### config.mk
export PLATFORM = sky130hd
export DESIGN_NAME = prt_scaler_lbuf_rd
export DESIGN_NICKNAME = d
export VERILOG_FILES = /design/src/rtl/prt_scaler_lbuf_rd.sv
export SDC_FILE = /design/constraint.sdc
export NUM_CORES = 1
export LEC_CHECK = 0
export CORE_ASPECT_RATIO = 0.7
export CORE_MARGIN = 2
export CORE_UTILIZATION = 46
export CTS_BUF_LIST = sky130_fd_sc_hd__clkbuf_16
export DETAILED_ROUTE_END_ITERATION = 6
export DONT_BUFFER_PORTS = 1
export HOLD_SLACK_MARGIN = 0.15
export MAX_ROUTING_LAYER = met4
export PLACE_DENSITY = 0.7
export SKIP_LAST_GASP = 1
export SYNTH_ARGS = -nofsm -noshare
export SYNTH_HDL_FRONTEND = slang
export SYNTH_SLANG_ARGS = --single-unit
export TNS_END_PERCENT = 50
### constraint.sdc
create_clock -name CLK_IN -period 15.6 [get_ports CLK_IN]
set_input_delay 4.68 -clock CLK_IN [delete_from_list [all_inputs] [get_ports CLK_IN]]
set_output_delay 4.68 -clock CLK_IN [all_outputs]
set_load 0.01 [all_outputs]
### src/rtl/prt_scaler_lbuf_rd.sv
// Line buffer read controller: drains one line from a 1-cycle-latency RAM read port
// into a 4-entry buffer and emits it as a valid/ready pixel stream with optional repeat.
module prt_scaler_lbuf_rd #(
    parameter int unsigned P_ADR_WIDTH = 11,
    parameter int unsigned P_DAT_WIDTH = 48
) (
    input  logic                   CLK_IN,
    input  logic                   RST_IN,
    input  logic                   CLR_IN,
    input  logic                   START_IN,
    input  logic [P_ADR_WIDTH-1:0] BASE_IN,
    input  logic [P_ADR_WIDTH-1:0] LEN_IN,
    input  logic [1:0]             REP_IN,
    output logic [P_ADR_WIDTH-1:0] RAM_ADR_OUT,
    output logic                   RAM_RD_OUT,
    input  logic [P_DAT_WIDTH-1:0] RAM_DAT_IN,
    output logic [P_DAT_WIDTH-1:0] DAT_OUT,
    output logic                   VLD_OUT,
    input  logic                   RDY_IN,
    output logic                   LAST_OUT,
    output logic                   BUSY_OUT,
    output logic                   DONE_OUT
);

    localparam int unsigned CNT_W = P_ADR_WIDTH + 1;
    localparam int unsigned DEPTH = 4;
    localparam int unsigned PTR_W = 2;
    localparam int unsigned OCC_W = 3;

    typedef enum logic [1:0] {
        S_IDLE  = 2'd0,
        S_RUN   = 2'd1,
        S_DRAIN = 2'd2
    } state_t;

    state_t                 state, state_d;
    logic [P_ADR_WIDTH-1:0] adr_d;
    logic                   rd_d;
    logic                   rd_q;
    logic [CNT_W-1:0]       remaining, remaining_d;
    logic [CNT_W-1:0]       left, left_d;
    logic [1:0]             rep_q, rep_q_d;
    logic [1:0]             rep_cnt, rep_cnt_d;
    logic [PTR_W-1:0]       wr_ptr, wr_ptr_d;
    logic [PTR_W-1:0]       rd_ptr, rd_ptr_d;
    logic [OCC_W-1:0]       occ, occ_d;
    logic                   vld_d;
    logic                   last_d;
    logic                   busy_d;
    logic                   done_d;
    logic                   push;
    logic                   pop;
    logic                   hs;
    logic                   budget_ok;
    logic [P_DAT_WIDTH-1:0] mem_q [DEPTH];

    assign DAT_OUT = mem_q[rd_ptr];

    // Next-state, fetch and emit bookkeeping
    always_comb begin
        state_d     = state;
        adr_d       = RAM_ADR_OUT;
        rd_d        = 1'b0;
        remaining_d = remaining;
        left_d      = left;
        rep_q_d     = rep_q;
        rep_cnt_d   = rep_cnt;
        wr_ptr_d    = wr_ptr;
        rd_ptr_d    = rd_ptr;
        occ_d       = occ;
        done_d      = 1'b0;
        push        = 1'b0;
        hs          = VLD_OUT && RDY_IN;
        pop         = hs && (rep_cnt == rep_q);
        // in-flight reads are the one on the bus now and the one returning now
        budget_ok   = (occ + OCC_W'(RAM_RD_OUT) + OCC_W'(rd_q)) < OCC_W'(DEPTH);

        if (CLR_IN) begin
            state_d     = S_IDLE;
            remaining_d = '0;
            left_d      = '0;
            rep_cnt_d   = '0;
            wr_ptr_d    = '0;
            rd_ptr_d    = '0;
            occ_d       = '0;
            pop         = 1'b0;
        end else begin
            push = rd_q;
            if (push) begin
                wr_ptr_d = wr_ptr + PTR_W'(1);
            end
            if (pop) begin
                rd_ptr_d  = rd_ptr + PTR_W'(1);
                rep_cnt_d = '0;
                left_d    = left - CNT_W'(1);
            end else if (hs) begin
                rep_cnt_d = rep_cnt + 2'(1);
            end
            occ_d = occ + OCC_W'(push) - OCC_W'(pop);

            case (state)
                S_IDLE: begin
                    if (START_IN) begin
                        if (LEN_IN != '0) begin
                            state_d     = S_RUN;
                            adr_d       = BASE_IN;
                            rd_d        = 1'b1;
                            remaining_d = CNT_W'(LEN_IN) - CNT_W'(1);
                            left_d      = CNT_W'(LEN_IN);
                            rep_q_d     = REP_IN;
                            rep_cnt_d   = '0;
                        end else begin
                            done_d = 1'b1;
                        end
                    end
                end
                S_RUN: begin
                    if (remaining == '0) begin
                        state_d = S_DRAIN;
                    end else if (budget_ok) begin
                        rd_d        = 1'b1;
                        adr_d       = RAM_ADR_OUT + P_ADR_WIDTH'(1);
                        remaining_d = remaining - CNT_W'(1);
                    end
                end
                S_DRAIN: begin
                    if (pop && (left == CNT_W'(1))) begin
                        state_d = S_IDLE;
                        done_d  = 1'b1;
                    end
                end
                default: state_d = S_IDLE;
            endcase
        end

        vld_d  = (occ_d != '0);
        last_d = vld_d && (left_d == CNT_W'(1)) && (rep_cnt_d == rep_q_d);
        busy_d = (state_d != S_IDLE);
    end

    always_ff @(posedge CLK_IN or posedge RST_IN) begin
        if (RST_IN) begin
            state       <= S_IDLE;
            RAM_ADR_OUT <= '0;
            RAM_RD_OUT  <= 1'b0;
            rd_q        <= 1'b0;
            remaining   <= '0;
            left        <= '0;
            rep_q       <= '0;
            rep_cnt     <= '0;
            wr_ptr      <= '0;
            rd_ptr      <= '0;
            occ         <= '0;
            VLD_OUT     <= 1'b0;
            LAST_OUT    <= 1'b0;
            BUSY_OUT    <= 1'b0;
            DONE_OUT    <= 1'b0;
        end else begin
            state       <= state_d;
            RAM_ADR_OUT <= adr_d;
            RAM_RD_OUT  <= rd_d;
            rd_q        <= RAM_RD_OUT && !CLR_IN;
            remaining   <= remaining_d;
            left        <= left_d;
            rep_q       <= rep_q_d;
            rep_cnt     <= rep_cnt_d;
            wr_ptr      <= wr_ptr_d;
            rd_ptr      <= rd_ptr_d;
            occ         <= occ_d;
            VLD_OUT     <= vld_d;
            LAST_OUT    <= last_d;
            BUSY_OUT    <= busy_d;
            DONE_OUT    <= done_d;
        end
    end

    // Capture returning read data one cycle after the strobe
    always_ff @(posedge CLK_IN or posedge RST_IN) begin
        if (RST_IN) begin
            for (int i = 0; i < int'(DEPTH); i++) begin
                mem_q[i] <= '0;
            end
        end else if (push) begin
            mem_q[wr_ptr] <= RAM_DAT_IN;
        end
    end

endmodule
==> results of run 1 <==
power groups by stage:
stage / Sequential (mW) / Clock (mW) / Combinational (mW)
floorplan: 0.846 / 0 / 0.364
global placement: 0.873 / 0 / 0.423
detailed placement: 0.877 / 0 / 0.433
CTS: 0.868 / 0.544 / 0.435
global route: 0.888 / 0.567 / 0.468
finish: 0.869 / 0.526 / 0.430
worst paths after layout:
path / start / to / slack, ns / cells past startpoint
setup / recovery: rd_ptr[0] / DAT_OUT[43] / 8.42 / 2
hold / removal: mem_q[70] / mem_q[70] / 0.50 / 1
setup reg to reg: VLD_OUT / LAST_OUT / 12.37 / 13
hold reg to reg: mem_q[70] / mem_q[70] / 0.50 / 1
max in group asynchronous: RST_IN / rd_ptr[0] / 9.96 / 2
min in group asynchronous: RST_IN / mem_q[138] / 4.16 / 1
sequential cells by signal, summed over array words and instances (netlist names), 3 cells and up:
| signal | cells |
|---|---|
| occ | 3 |
| left | 12 |
| mem_q | 192 |
| RAM_ADR_OUT | 11 |
| remaining | 12 |
layer usage:
layer / vias up / share of wire [%] / GRT usage [%]
met1: 3615 / 49 / 27.8
met4: 0 / 1.7 / 4.20
met3: 30 / 6.7 / 4.81
met5: - / 0 / -
li1: 3137 / - / -
met2: 196 / 43 / 27.7
synth_stat cells (4+ instances only):
library cell	count
sky130_fd_sc_hd__dfrtp_1	246
sky130_fd_sc_hd__mux2_2	194
sky130_fd_sc_hd__nor2_1	49
sky130_fd_sc_hd__mux4_2	48
sky130_fd_sc_hd__nand2_1	33
sky130_fd_sc_hd__clkbuf_1	32
sky130_fd_sc_hd__a21oi_1	29
sky130_fd_sc_hd__o21ai_0	18
sky130_fd_sc_hd__inv_1	17
sky130_fd_sc_hd__xnor2_1	16
sky130_fd_sc_hd__nor3_1	15
sky130_fd_sc_hd__a31oi_1	13
sky130_fd_sc_hd__ha_1	11
sky130_fd_sc_hd__buf_1	9
sky130_fd_sc_hd__nand3_1	9
sky130_fd_sc_hd__nor4_1	9
sky130_fd_sc_hd__a211oi_1	7
sky130_fd_sc_hd__o21ai_1	7
sky130_fd_sc_hd__mux2i_1	6
sky130_fd_sc_hd__nor2b_1	6
sky130_fd_sc_hd__or3_1	6
sky130_fd_sc_hd__buf_2	5
sky130_fd_sc_hd__o22ai_1	5
sky130_fd_sc_hd__xor2_1	5
sky130_fd_sc_hd__a2bb2oi_1	4
sky130_fd_sc_hd__and2_1	4
sky130_fd_sc_hd__or4_1	4
kinds of logic (layout without fill, tap and decap cells):
group                    count (synthesis)  after routing  share of synthesized area (%)
multiplexers                           248            248                           28.7
flip-flops                             246            246                           53.2
AND/OR/NAND/NOR                        159            159                           7.12
AO/OA/AOI/OAI                          101            101                           5.44
buffers and inverters                   66             71                           2.27
XOR/XNOR                                23             23                           1.87
adder cells (fa/ha/maj)                 12             12                           1.36
final cells by class:
cell class	instances	area, µm²	area share (%)
repair buffers	10	75.1	0.596
clock buffers	25	626	4.97
inverters	19	80.1	0.636
flip-flops and latches	246	6160	48.9
multi-input cells	543	5160	41.0
clock inverters	17	80.1	0.636
well taps	325	407	3.23
through the flow:
step | setup WS (ns) | util, % | hold WS [ns]
floorplan | 4.16 | - | 0.474
global placement | 8.23 | 48.2 | 0.481
detailed placement | 8.15 | 48.2 | 0.489
CTS | 8.32 | 51.0 | 0.503
global route | 8.22 | 51.0 | 0.507
finish | 8.42 | 51.0 | 0.500
==> flow_metrics.py, run 1 <==
metrics = {
    "synth": {
        "ys_ff_latch": 246,
        "synth_top_cell_by_area": "sky130_fd_sc_hd__dfrtp_1",
        "synth-edff-count": 0,
        "yosysSeqAreaShare_pct": 53.2,
        "post_synth_inst_count": 855,
        "post-synth-top-area-fraction_pct": 53.2,
        "number_of_warnings_reported_in_the_yosys_synthesis_log": 0,
        "yosysUniqueCellTypes": 58,
        "ys_dominant_reg_cell": "sky130_fd_sc_hd__dfrtp_1",
        "asyncSetResetFlopFracSynth_pct": 100,
        "synth.net_count": 944,
        "synthTopCellsByArea": "sky130_fd_sc_hd__dfrtp_1 (53%), sky130_fd_sc_hd__mux2_2 (19%), sky130_fd_sc_hd__mux4_2 (9.3%)",
        "synth.cell_area_um2": 11600,
        "synth_area_per_cell_um2": 13.5,
    },
    "floorplanning": {
        "design.core.area_um2": 24700,
        "num_io_pins": 141,
        "die_width_um": 194,
        "initial_utilization_pct": 46.9,
        "die_y_um": 137,
        "placement_rows": 48,
        "floorplan_die_area_um2": 26500,
    },
    "timing": {
        "post-route-period-util_pct": 46.0,
        "finalSetupViolCount": 0,
        "max_slew.worst_pin.slew_ns": 1.10,
        "timing.slew.headroom_pct": 26.0,
        "fin_setup_tns_ns": 0,
        "skew_ns": 0.00588,
        "timing.fmax_mhz": 139,
        "min_period_ns": 7.18,
        "report.final.slew_viol_count": 0,
        "finalHoldViolations": 0,
        "rsz0062_at_grt": "false",
    },
    "cells_and_area": {
        "layout.filler_cells": 2085,
        "layout.cells.most_common": "sky130_fd_sc_hd__dfrtp_1",
        "post-route-cell-area_um2": 12600,
        "layout_common_cells": "sky130_fd_sc_hd__dfrtp_1 (244), sky130_fd_sc_hd__mux2_2 (194), sky130_fd_sc_hd__nor2_1 (49)",
        "design.final.nets": 934,
        "instances_no_fill": 1185,
        "antenna_cells_inserted": 0,
        "post_route_cells_drive_above_1_share_pct": 36.2,
        "syn2layout_area_growth_pct": 8.83,
    },
    "global_routing": {
        "pin_count_of_the_biggest_net_entering_global_routing": 109,
        "number_of_antenna_violations_at_the_first_check_in_global_routing": 0,
        "grt.total_usage_pct": 19.3,
        "grt_pass1_vias": 7042,
        "gr-total-overflow": 0,
        "grt_pass1_wl_um": 39500,
    },
    "place": {
        "cell_area_placed_um2": 11900,
        "routabilityCongestion": 0.868,
        "cell_total_after_placement": 1143,
        "io_buffer_count": 0,
        "post-dp-hpwl_um": 15900,
    },
    "cts": {
        "clock_insertion_delay_worst_skew_ns": 0.52,
        "tritoncts.num_buffers": 25,
        "htree_num_levels": 1,
        "cts_hold_buf": 0,
        "cts_root_buffer": "sky130_fd_sc_hd__clkbuf_16",
        "worst_setup_hold_path_clk_slew_ns": 0.06,
        "postCtsResizedCells": 0,
        "post_cts_buffers": 0,
        "buffer_levels_on_the_longest_clock_path": 3,
        "tritoncts": "built",
        "cts_sinks": 246,
    },
    "pwr": {
        "total_power_mw": 1.83,
        "share_comb_of_total_power_pct": 23.6,
        "netSwitchingFraction_pct": 30.1,
        "sw_power_mw": 0.550,
        "power_frac_clock_pct": 28.8,
        "static-leakage-power_nw": 5.68,
        "power-per-cell-area_nw_per_um2": 145,
        "ir_drop_v": 0.0000783,
        "internal_mw": 1.28,
        "power.share.sequential_pct": 47.6,
    },
    "setup_path": {
        "critPathMaxStageDelay_ns": 0.72,
        "sum_of_buffers_and_inverters_on_the_critical_path": 1,
        "worst-endpoint-arrival_ns": 2.50,
        "crit_path_cell_trace": "buf_4, mux4_2",
        "crit_path_launch_type": "register",
        "critPathMaxFanout": 42,
        "timing.setup.critical_path_class": "reg2out",
        "cp_slowest_cell": "sky130_fd_sc_hd__buf_4",
        "critical_path_s_top_delay_family": "buffers and inverters",
        "worst_setup_path_end_kind": "primary output",
        "required_time_worst_endpoint_ns": 10.92,
    },
    "hold_path": {
        "worstHoldPathType": "reg2reg",
    },
    "route": {
        "detailed_router_iteration_count_before_antenna_repair": 4,
        "wire_per_inst_um": 20.8,
        "wirelength_um": 24600,
        "drt_iter0_markers": 295,
        "drc_violation_count_after_routing": 0,
        "routed-via-count": 6978,
        "detail-route-antenna-nets": 0,
        "detail_route.vias_per_cell": 5.89,
    },
    "outcome": {
        "status": "complete, no violations",
    },
    "flow_run": {
        "max-cap-violations": 0,
    },
}
(Power assumes the default switching activity.)
==> run 2, diff against run 1 <==
- clock period: 15.6 -> 6.72 ns (I/O delays scaled with it)
==> run 2 against run 1 <==
Final area rose by 0.77%. Non-clock buffer count rose by 1. Count of clock-buffer cells in the layout did not move. Cell count rose by 0.42%. First-iteration DRC count rose by 64%. Critical path depth did not move. Flip-flop and latch count did not move. Combinational power rose by 130%. Sequential share of layout area fell by 0.37 points. Wire length rose by 0.95%. Power rose by 140%. Clock power rose to 2.5 times the previous value. Largest cell class unchanged. Largest power group unchanged.
==> flow_metrics.py, run 2 (synthesized netlist as in run 1, its figures left out) <==
metrics = {
    "setup_path": {
        "crit-reg2reg-capture": "LAST_OUT",
        "critPathMaxStageDelay_ns": 0.72,
        "critPathMaxFanout": 29,
        "worst_setup_path_end_kind": "primary output",
        "cp_slowest_cell": "sky130_fd_sc_hd__dfrtp_4",
        "crit_path_launch_type": "register",
        "timing.setup.critical_path_class": "reg2out",
        "worst_reg_to_reg_setup_slack_ns": 3.49,
        "reg2reg_from": "VLD_OUT",
        "required_time_worst_endpoint_ns": 4.70,
        "cells_on_worst_reg2reg_path": 12,
        "crit_path_cell_trace": "buf_4, mux4_2",
        "worst-endpoint-arrival_ns": 2.52,
    },
    "pwr": {
        "sw_power_mw": 1.30,
        "power.share.sequential_pct": 46.3,
        "share_comb_of_total_power_pct": 23.0,
        "total_power_mw": 4.35,
        "static-leakage-power_nw": 5.72,
        "internal_mw": 3.05,
        "netSwitchingFraction_pct": 29.9,
        "power-per-cell-area_nw_per_um2": 343,
        "power_frac_clock_pct": 30.7,
        "ir_drop_v": 0.000262,
    },
    "timing": {
        "finalSetupViolCount": 0,
        "worst_slack_ns": 2.18,
        "rsz0062_at_grt": "false",
        "finalHoldViolations": 0,
        "timing.fmax_mhz": 220,
        "report.final.slew_viol_count": 0,
        "min_period_ns": 4.54,
        "skew_ns": 0.0164,
        "fin_setup_tns_ns": 0,
        "max_slew.worst_pin.slew_ns": 0.844,
        "post-route-period-util_pct": 67.6,
        "timing.slew.headroom_pct": 43.7,
    },
    "cts": {
        "buffer_levels_on_the_longest_clock_path": 3,
        "cts_hold_buf": 0,
        "tritoncts": "built",
        "tritoncts.num_buffers": 25,
        "worst_setup_hold_path_clk_slew_ns": 0.06,
        "post_cts_buffers": 0,
        "cts_root_buffer": "sky130_fd_sc_hd__clkbuf_16",
        "postCtsResizedCells": 0,
        "cts_sinks": 246,
        "clock_insertion_delay_worst_skew_ns": 0.52,
        "htree_num_levels": 1,
    },
    "hold_path": {
        "hold_path.startpoint": "mem_q[54]",
        "hold-path-endpoint": "mem_q[54]",
        "hold-path-cell-count": 1,
        "worstHoldPathType": "reg2reg",
    },
    "flow_run": {
        "max-cap-violations": 0,
    },
    "cells_and_area": {
        "design.final.nets": 935,
        "largest_register": "mem_q",
        "antenna_cells_inserted": 0,
        "reg.largest.list": "mem_q: 192 flops, left: 12 flops, remaining: 12 flops",
        "syn2layout_area_growth_pct": 9.67,
        "layout_common_cells": "sky130_fd_sc_hd__dfrtp_1 (244), sky130_fd_sc_hd__mux2_2 (194), sky130_fd_sc_hd__nor2_1 (49)",
        "instances_no_fill": 1190,
        "layout.cells.most_common": "sky130_fd_sc_hd__dfrtp_1",
        "largest_register_ff_count": 192,
        "post_route_cells_drive_above_1_share_pct": 36.6,
        "postLayoutCoreUtil_pct": 51.4,
    },
    "floorplanning": {
        "initial_utilization_pct": 46.9,
        "die_y_um": 137,
        "floorplan_die_area_um2": 26500,
        "placement_rows": 48,
        "design.core.area_um2": 24700,
        "die_width_um": 194,
        "num_io_pins": 141,
    },
    "global_routing": {
        "grt_pass1_vias": 7003,
        "pin_count_of_the_biggest_net_entering_global_routing": 145,
        "grt.total_usage_pct": 19.5,
        "gr-total-overflow": 0,
        "number_of_antenna_violations_at_the_first_check_in_global_routing": 0,
        "grt_pass1_wl_um": 39900,
    },
    "place": {
        "routabilityCongestion": 0.874,
        "post-dp-hpwl_um": 16100,
        "cell_total_after_placement": 1144,
        "io_buffer_count": 0,
        "place_ws_ns": 1.94,
    },
    "route": {
        "detail_route.vias_per_cell": 5.86,
        "wire_per_inst_um": 20.9,
        "routed-via-count": 6973,
        "met3WireLength_um": 1750,
        "route.top_layer_used": "met4",
        "met2RoutedLength_um": 11000,
        "drc_violation_count_after_routing": 0,
        "detail_route.wirelength.met1_um": 11600,
        "wirelength_um": 24900,
        "drt_iter0_markers": 485,
        "detail-route-antenna-nets": 0,
        "detailed_router_iteration_count_before_antenna_repair": 6,
    },
    "outcome": {
        "status": "complete, no violations",
    },
}
## run 2: cell count changes in the layout (fill, tap and decap cells not counted), sizes merged
cell / delta
clkinvlp: +3
bufinv: +2
clkinv: -2
buf: +1
inv: +1
## run 2: power by group through the flow
stage | clock network, mW | registers [mW] | logic (mW)
floorplan | 0 | 1.96 | 0.846
global placement | 0 | 2.03 | 0.981
detailed placement | 0 | 2.04 | 1.01
CTS | 1.38 | 2.01 | 1.01
global route | 1.44 | 2.06 | 1.09
finish | 1.34 | 2.01 | 1.00
## run 2: cell type report
type | instances | area, µm²
clock inverters | 21 | 160
flip-flops and latches | 246 | 6160
inverters | 19 | 76.3
clock buffers | 25 | 626
multi-input cells | 543 | 5160
well taps | 325 | 407
fillers | 2054 | 12000
repair buffers | 11 | 95.1
## run 2: worst max path at each step
stage                          from           to  slack, ns  depth (start not counted)
final                     rd_ptr[0]  DAT_OUT[42]       2.18                          2
after global routing      rd_ptr[0]  DAT_OUT[19]       2.00                          2
after CTS                 rd_ptr[0]  DAT_OUT[42]       2.06                          2
after detailed placement     RDY_IN     LAST_OUT       1.94                         12
after global placement       RDY_IN     LAST_OUT       2.04                         12
after floorplan              RST_IN     BUSY_OUT       1.47                          1
## run 2: metal layers
layer,up-vias,GRT usage [%]
li1,3136,-
met1,3569,27.7
met2,230,28.9
met3,38,4.36
met4,0,4.37
met5,-,-
## run 2: worst max-delay path: cells and delay by family (launching register included)
family / cells / cell delay (ns)
flip-flops: 1 / 0.72
multiplexers: 1 / 0.66
buffers and inverters: 1 / 0.61
## run 2: through the flow
stage / cell area, µm² / hold WS [ns]
6_report: 12700 / 0.500
5_1_grt: 12700 / 0.515
4_1_cts: 12700 / 0.502
3_5_place_dp: 11900 / 0.487
2_1_floorplan: 11600 / 0.474
3_3_place_gp: 11900 / 0.482
==> run 3, diff against run 2 <==
- clock period: 6.72 -> 4.5 ns (I/O delays scaled with it)
==> run 3 against run 2 <==
Count of clock-buffer cells in the layout stayed put. Worst hold slack worse by 0.00073 ns. Largest power group unchanged. Cell count hardly changed. Clock power is 42% higher. Via count is 0.73% higher. Clock skew is 0.0097 ns lower. Largest cell class unchanged.
==> flow_metrics.py, run 3 (synthesized netlist as in run 1, its figures left out) <==
metrics = {
    "cells_and_area": {
        "syn2layout_area_growth_pct": 9.69,
        "postLayoutCoreUtil_pct": 51.4,
        "reg.largest.list": "mem_q: 192 flops, left: 12 flops, remaining: 12 flops",
        "largest_register_ff_count": 192,
        "design.final.nets": 939,
        "layout_common_cells": "sky130_fd_sc_hd__dfrtp_1 (244), sky130_fd_sc_hd__mux2_2 (194), sky130_fd_sc_hd__nor2_1 (49)",
        "post_route_cells_drive_above_1_share_pct": 36.2,
        "layout.filler_cells": 2142,
        "post-route-cell-area_um2": 12700,
        "antenna_cells_inserted": 0,
        "layout.cells.most_common": "sky130_fd_sc_hd__dfrtp_1",
        "largest_register": "mem_q",
    },
    "timing": {
        "max_slew.worst_pin.slew_ns": 0.919,
        "finalSetupViolCount": 0,
        "min_period_ns": 3.66,
        "post-route-period-util_pct": 81.3,
        "worst_slack_ns": 0.842,
        "rsz0062_at_grt": "false",
        "timing.fmax_mhz": 273,
        "report.final.slew_viol_count": 0,
        "timing.slew.headroom_pct": 38.6,
        "skew_ns": 0.00675,
        "finalHoldViolations": 0,
        "holdWs_ns": 0.499,
    },
    "setup_path": {
        "crit_path_cell_trace": "buf_12, mux4_2",
        "timing.setup.critical_path_class": "reg2out",
        "required_time_worst_endpoint_ns": 3.15,
        "critPathMaxStageDelay_ns": 0.83,
        "crit_path_launch_type": "register",
        "critical_path_s_top_delay_family": "flip-flops",
        "sum_of_buffers_and_inverters_on_the_critical_path": 1,
        "critPathMaxFanout": 29,
        "worst-endpoint-arrival_ns": 2.31,
        "worst_setup_path_end_kind": "primary output",
        "cp_slowest_cell": "sky130_fd_sc_hd__dfrtp_4",
    },
    "global_routing": {
        "grt_pass1_wl_um": 40300,
        "pin_count_of_the_biggest_net_entering_global_routing": 64,
        "gr-total-overflow": 0,
        "grt_pass1_vias": 7165,
        "number_of_antenna_violations_at_the_first_check_in_global_routing": 0,
        "grt.total_usage_pct": 19.8,
    },
    "floorplanning": {
        "initial_utilization_pct": 46.9,
        "floorplan_die_area_um2": 26500,
        "die_y_um": 137,
        "die_width_um": 194,
        "design.core.area_um2": 24700,
        "num_io_pins": 141,
        "placement_rows": 48,
    },
    "cts": {
        "tritoncts": "built",
        "worst_setup_hold_path_clk_slew_ns": 0.06,
        "post_cts_buffers": 0,
        "tritoncts.num_buffers": 25,
        "htree_num_levels": 1,
        "buffer_levels_on_the_longest_clock_path": 3,
        "clock_insertion_delay_worst_skew_ns": 0.53,
        "cts_sinks": 246,
        "cts_hold_buf": 0,
        "postCtsResizedCells": 0,
        "cts_root_buffer": "sky130_fd_sc_hd__clkbuf_16",
    },
    "route": {
        "detail-route-antenna-nets": 0,
        "wirelength_um": 25200,
        "drc_violation_count_after_routing": 0,
        "drt_iter0_markers": 477,
        "routed-via-count": 7024,
        "detail_route.vias_per_cell": 5.91,
        "detailed_router_iteration_count_before_antenna_repair": 5,
        "wire_per_inst_um": 21.2,
    },
    "outcome": {
        "status": "complete, no violations",
    },
    "place": {
        "cell_area_placed_um2": 12000,
        "place_ws_ns": 0.404,
        "io_buffer_count": 0,
        "routabilityCongestion": 0.877,
        "post-dp-hpwl_um": 16300,
    },
    "pwr": {
        "static-leakage-power_nw": 5.73,
        "power-per-cell-area_nw_per_um2": 506,
        "ir_drop_v": 0.000329,
    },
    "flow_run": {
        "max-cap-violations": 0,
    },
    "hold_path": {
        "worstHoldPathType": "reg2reg",
    },
}
-- run 3: changes by cell type in the layout (fill, tap and decap cells not counted) --
| cell | before | now |
|---|---|---|
| sky130_fd_sc_hd__inv_1 | 18 | 21 |
| sky130_fd_sc_hd__bufinv_16 | 2 | 1 |
| sky130_fd_sc_hd__clkinvlp_4 | 4 | 1 |
| sky130_fd_sc_hd__clkinv_2 | 7 | 4 |
| sky130_fd_sc_hd__buf_4 | 10 | 11 |
| sky130_fd_sc_hd__inv_6 | 2 | 1 |
| sky130_fd_sc_hd__buf_12 | 1 | 4 |
-- run 3: per-stage QoR --
step / power, mW / std cells / setup TNS [ns]
2_1_floorplan: 4.20 / 855 / -20.11
3_3_place_gp: 4.51 / 1148 / 0
3_5_place_dp: 4.57 / 1148 / 0
4_1_cts: 6.49 / 1189 / 0
5_1_grt: 6.76 / 1189 / 0
6_report: 6.42 / 1189 / 0
-- run 3: area by class of cell --
class	count	area, µm²	share of cell area, %
Clock buffer	25	626	4.93
Sequential cell	246	6160	48.5
Timing Repair Buffer	15	163	1.28
Clock inverter	16	95.1	0.749
Tap cell	325	407	3.20
Multi-Input combinational cell	543	5160	40.7
Inverter	19	76.3	0.601
-- run 3: worst paths after layout --
kind                                to  slack (ns)  cells after the start      start
setup / recovery           DAT_OUT[43]        0.84                      2  rd_ptr[0]
hold / removal               mem_q[79]        0.50                      1  mem_q[79]
setup reg to reg              LAST_OUT        1.24                     12    VLD_OUT
hold reg to reg              mem_q[79]        0.50                      1  mem_q[79]
max in group asynchronous   mem_q[160]        2.81                      2     RST_IN
min in group asynchronous    mem_q[81]        0.88                      1     RST_IN
-- run 3: power by group --
part / leakage, nW / switching (mW) / internal (mW) / total (mW)
Clock: 0.375 / 0.846 / 1.05 / 1.90
Combinational: 2.10 / 0.749 / 0.757 / 1.51
Sequential: 3.26 / 0.345 / 2.67 / 3.02
Total: 5.73 / 1.94 / 4.48 / 6.42
-- run 3: layer usage --
metal | vias to the layer above | global-route usage, % | part of all wire (%)
met1 | 3640 | 28.4 | 48
met3 | 45 | 5.15 | 6.5
li1 | 3138 | - | -
met2 | 201 | 28.2 | 44
met4 | 0 | 4.50 | 1.7
met5 | - | - | 0
==> edit (flow settings as in run 2) <==
`P_ADR_WIDTH`: 11 -> 15.
--- a/src/rtl/prt_scaler_lbuf_rd.sv
+++ b/src/rtl/prt_scaler_lbuf_rd.sv
@@ -1,7 +1,7 @@
 // Line buffer read controller: drains one line from a 1-cycle-latency RAM read port
 // into a 4-entry buffer and emits it as a valid/ready pixel stream with optional repeat.
 module prt_scaler_lbuf_rd #(
-    parameter int unsigned P_ADR_WIDTH = 11,
+    parameter int unsigned P_ADR_WIDTH = 15,
     parameter int unsigned P_DAT_WIDTH = 48
 ) (
     input  logic                   CLK_IN,
Ports: changed (resized BASE_IN, LEN_IN and RAM_ADR_OUT); port bits go from 141 to 153. No check against the original RTL was run, so the function may have changed too.
==> edit against run 2 <==
Critical path depth shrank 1; sequential cell count increased by 12; largest cell class unchanged; design area up 7.9%; total power increased by 6.8%; sequential power increased by 6%; core utilization fell by 0.15 points; worst setup slack better by 130 ps; critical endpoint is now DAT_OUT[30]; global-route usage increased by 1.0 points; wire length increased by 14%; synthesized area rose by 7.8%.
==> edit: results (changes against run 2) <==
critical_path:
  rr_startpoint: "state[0]"  # was VLD_OUT
  r2r_slack_ps: 3450  # was 3490 ps
  worstPathMaxFanout: 50  # was 29
  cp.arrival_ps: 2390  # was 2520 ps
  cpPeakStageDelay_ps: 1130  # was 720 ps
  crit_start: "rd_ptr[0]"  # unchanged
  critPathSlowestCell: "dfrtp_4"  # unchanged
  crit_family: "flip-flops"  # unchanged
power_and_ir_drop:
  sw_frac_of_total_pct: 29.9  # about the same
  peakVddDrop_v: 0.000233  # was 0.000262 V
  p_leak_nw: 6.07  # was 5.72 nW
layout:
  insertedDiodeCount: 0  # unchanged
  layout.nets: 1050  # was 935
  top_regs: "mem_q (192), left (16), remaining (16)"  # was mem_q (192), left (12), remaining (12)
  n_fill_cell: 2233  # was 2054
  final_layout_size_suffix_gt1_share_pct: 32.1  # was 36.6%
timing:
  min_period_ps: 4410  # was 4540 ps
  worst_slew_pin_slew_ps: 1070  # was 844 ps
  hold_slack_ps: 499  # was 500 ps
  fin_skew_ps: 16.9  # was 16.4 ps
hold_path:
  min-delay-start: "mem_q[64]"  # was mem_q[54]
  hold_path.class: "register to register"  # unchanged
grt:
  antenna_found_initial: 0  # unchanged
  grt_usage_pct: 20.6  # was 19.5%
  grt_max_degree: 136  # was 145
  grt_pass1_vias: 7932  # was 7003
  grt_pass1_wl_um: 45200  # was 39900 um
route:
  dr.pass1.iters: 5  # was 6
  routedWlPerCell_um: 21.2  # was 20.9 um
  drt_iter0_drc: 539  # was 485
  via_per_inst: 5.94  # was 5.86
  totalWireLength_um: 28400  # was 24900 um
cts:
  clock_latency_ps: 540  # was 520 ps
  postCtsSetupBuffers: 0  # unchanged
  cts-buffers-inserted: 26  # was 25
  cts_resized: 0  # unchanged
  clock_path_buffers: 3  # unchanged
  htree_levels: 1  # unchanged
  path_clk_slew_ps: 60  # about the same
placement:
  post-dp-hpwl_um: 18300  # was 16100 um
  portBuffers: 0  # unchanged
  placedCellCount: 1289  # was 1144
  place_congestion: 0.895  # was 0.874
  dp_slack_ps: 2090  # was 1940 ps
synthesis:
  syn_area_per_cell_sq_um: 12.8  # was 13.5 sq um
  synthArstFlopShare_pct: 100  # unchanged
  yosys-top-cells-count: "dfrtp_1, mux2_2, nor2_1"  # unchanged
  synth_area_leaders: "dfrtp_1, mux2_2, mux4_2"  # unchanged
  ys_seq_area_share_pct: 51.7  # was 53.2%
  ys_types: 61  # was 58
  yosys_warnings: 0  # unchanged
outcome:
  status: "finished clean"  # unchanged
==> edit: cell count changes in the layout (fill, tap and decap cells not counted), sizes merged, moves of 6 or more <==
cell	before	now
a211oi	7	15
nor2	50	64
dfrtp	246	258
nand2	34	56
xor2	5	13
nand4b	0	6
nand4	2	10
a21oi	31	38
==> edit: cell type report <==
cell class                      count  area, sq um  share of cell area (%)
Multi-Input combinational cell    640         5740                    41.9
Tap cell                          364          455                    3.33
Inverter                           17         67.6                   0.493
Sequential cell                   258         6460                    47.2
Timing Repair Buffer               10          100                   0.731
Clock inverter                     19          193                    1.41
Clock buffer                       27          676                    4.93
==> edit: cells by family (layout without fill, tap and decap cells) <==
family / count (synthesis) / after routing / synth area share [%]
fa+ha+maj: 12 / 12 / 1.26
simple gates: 220 / 220 / 8.95
compound gates: 124 / 124 / 6.43
buf+inv: 75 / 73 / 2.38
flops: 258 / 258 / 51.7
xor+xnor: 32 / 32 / 2.25
mux: 252 / 252 / 27.0
==> edit: power groups by stage <==
stage                     Combinational (mW)  Sequential (mW)  Clock [mW]
final                                   1.02             2.14        1.48
after global routing                    1.11             2.18        1.58
after CTS                               1.02             2.14        1.51
after detailed placement                1.02             2.16           0
after global placement                 0.994             2.15           0
after floorplan                        0.869             2.07           0
==> edit: path summary, 6_finish.rpt <==
path,to,cells after the start
hold / removal,mem_q[64],1
min in group asynchronous,rep_q[0],2
setup reg to reg,LAST_OUT,6
setup / recovery,DAT_OUT[30],1
max in group asynchronous,mem_q[24],3
hold reg to reg,mem_q[64],1
==> edit: metrics by stage <==
stage                     instance area [sq um]  utilization, %  total power, mW
after floorplan                           12500               -             2.93
after CTS                                 13700            51.3             4.68
after global placement                    12800            48.0             3.14
after detailed placement                  12800            48.0             3.18
final                                     13700            51.3             4.64
after global routing                      13700            51.3             4.87
==> edit: metal layers <==
| layer | global-route usage, % | share of wire [%] | wire, um | vias to the layer above |
|---|---|---|---|---|
| li1 | - | - | - | 3549 |
| met5 | - | 0 | 0 | - |
| met3 | 5.99 | 8.6 | 2450 | 29 |
| met1 | 30.5 | 48 | 13500 | 4072 |
| met2 | 28.3 | 43 | 12100 | 275 |
| met4 | 3.63 | 1.1 | 318 | 0 |
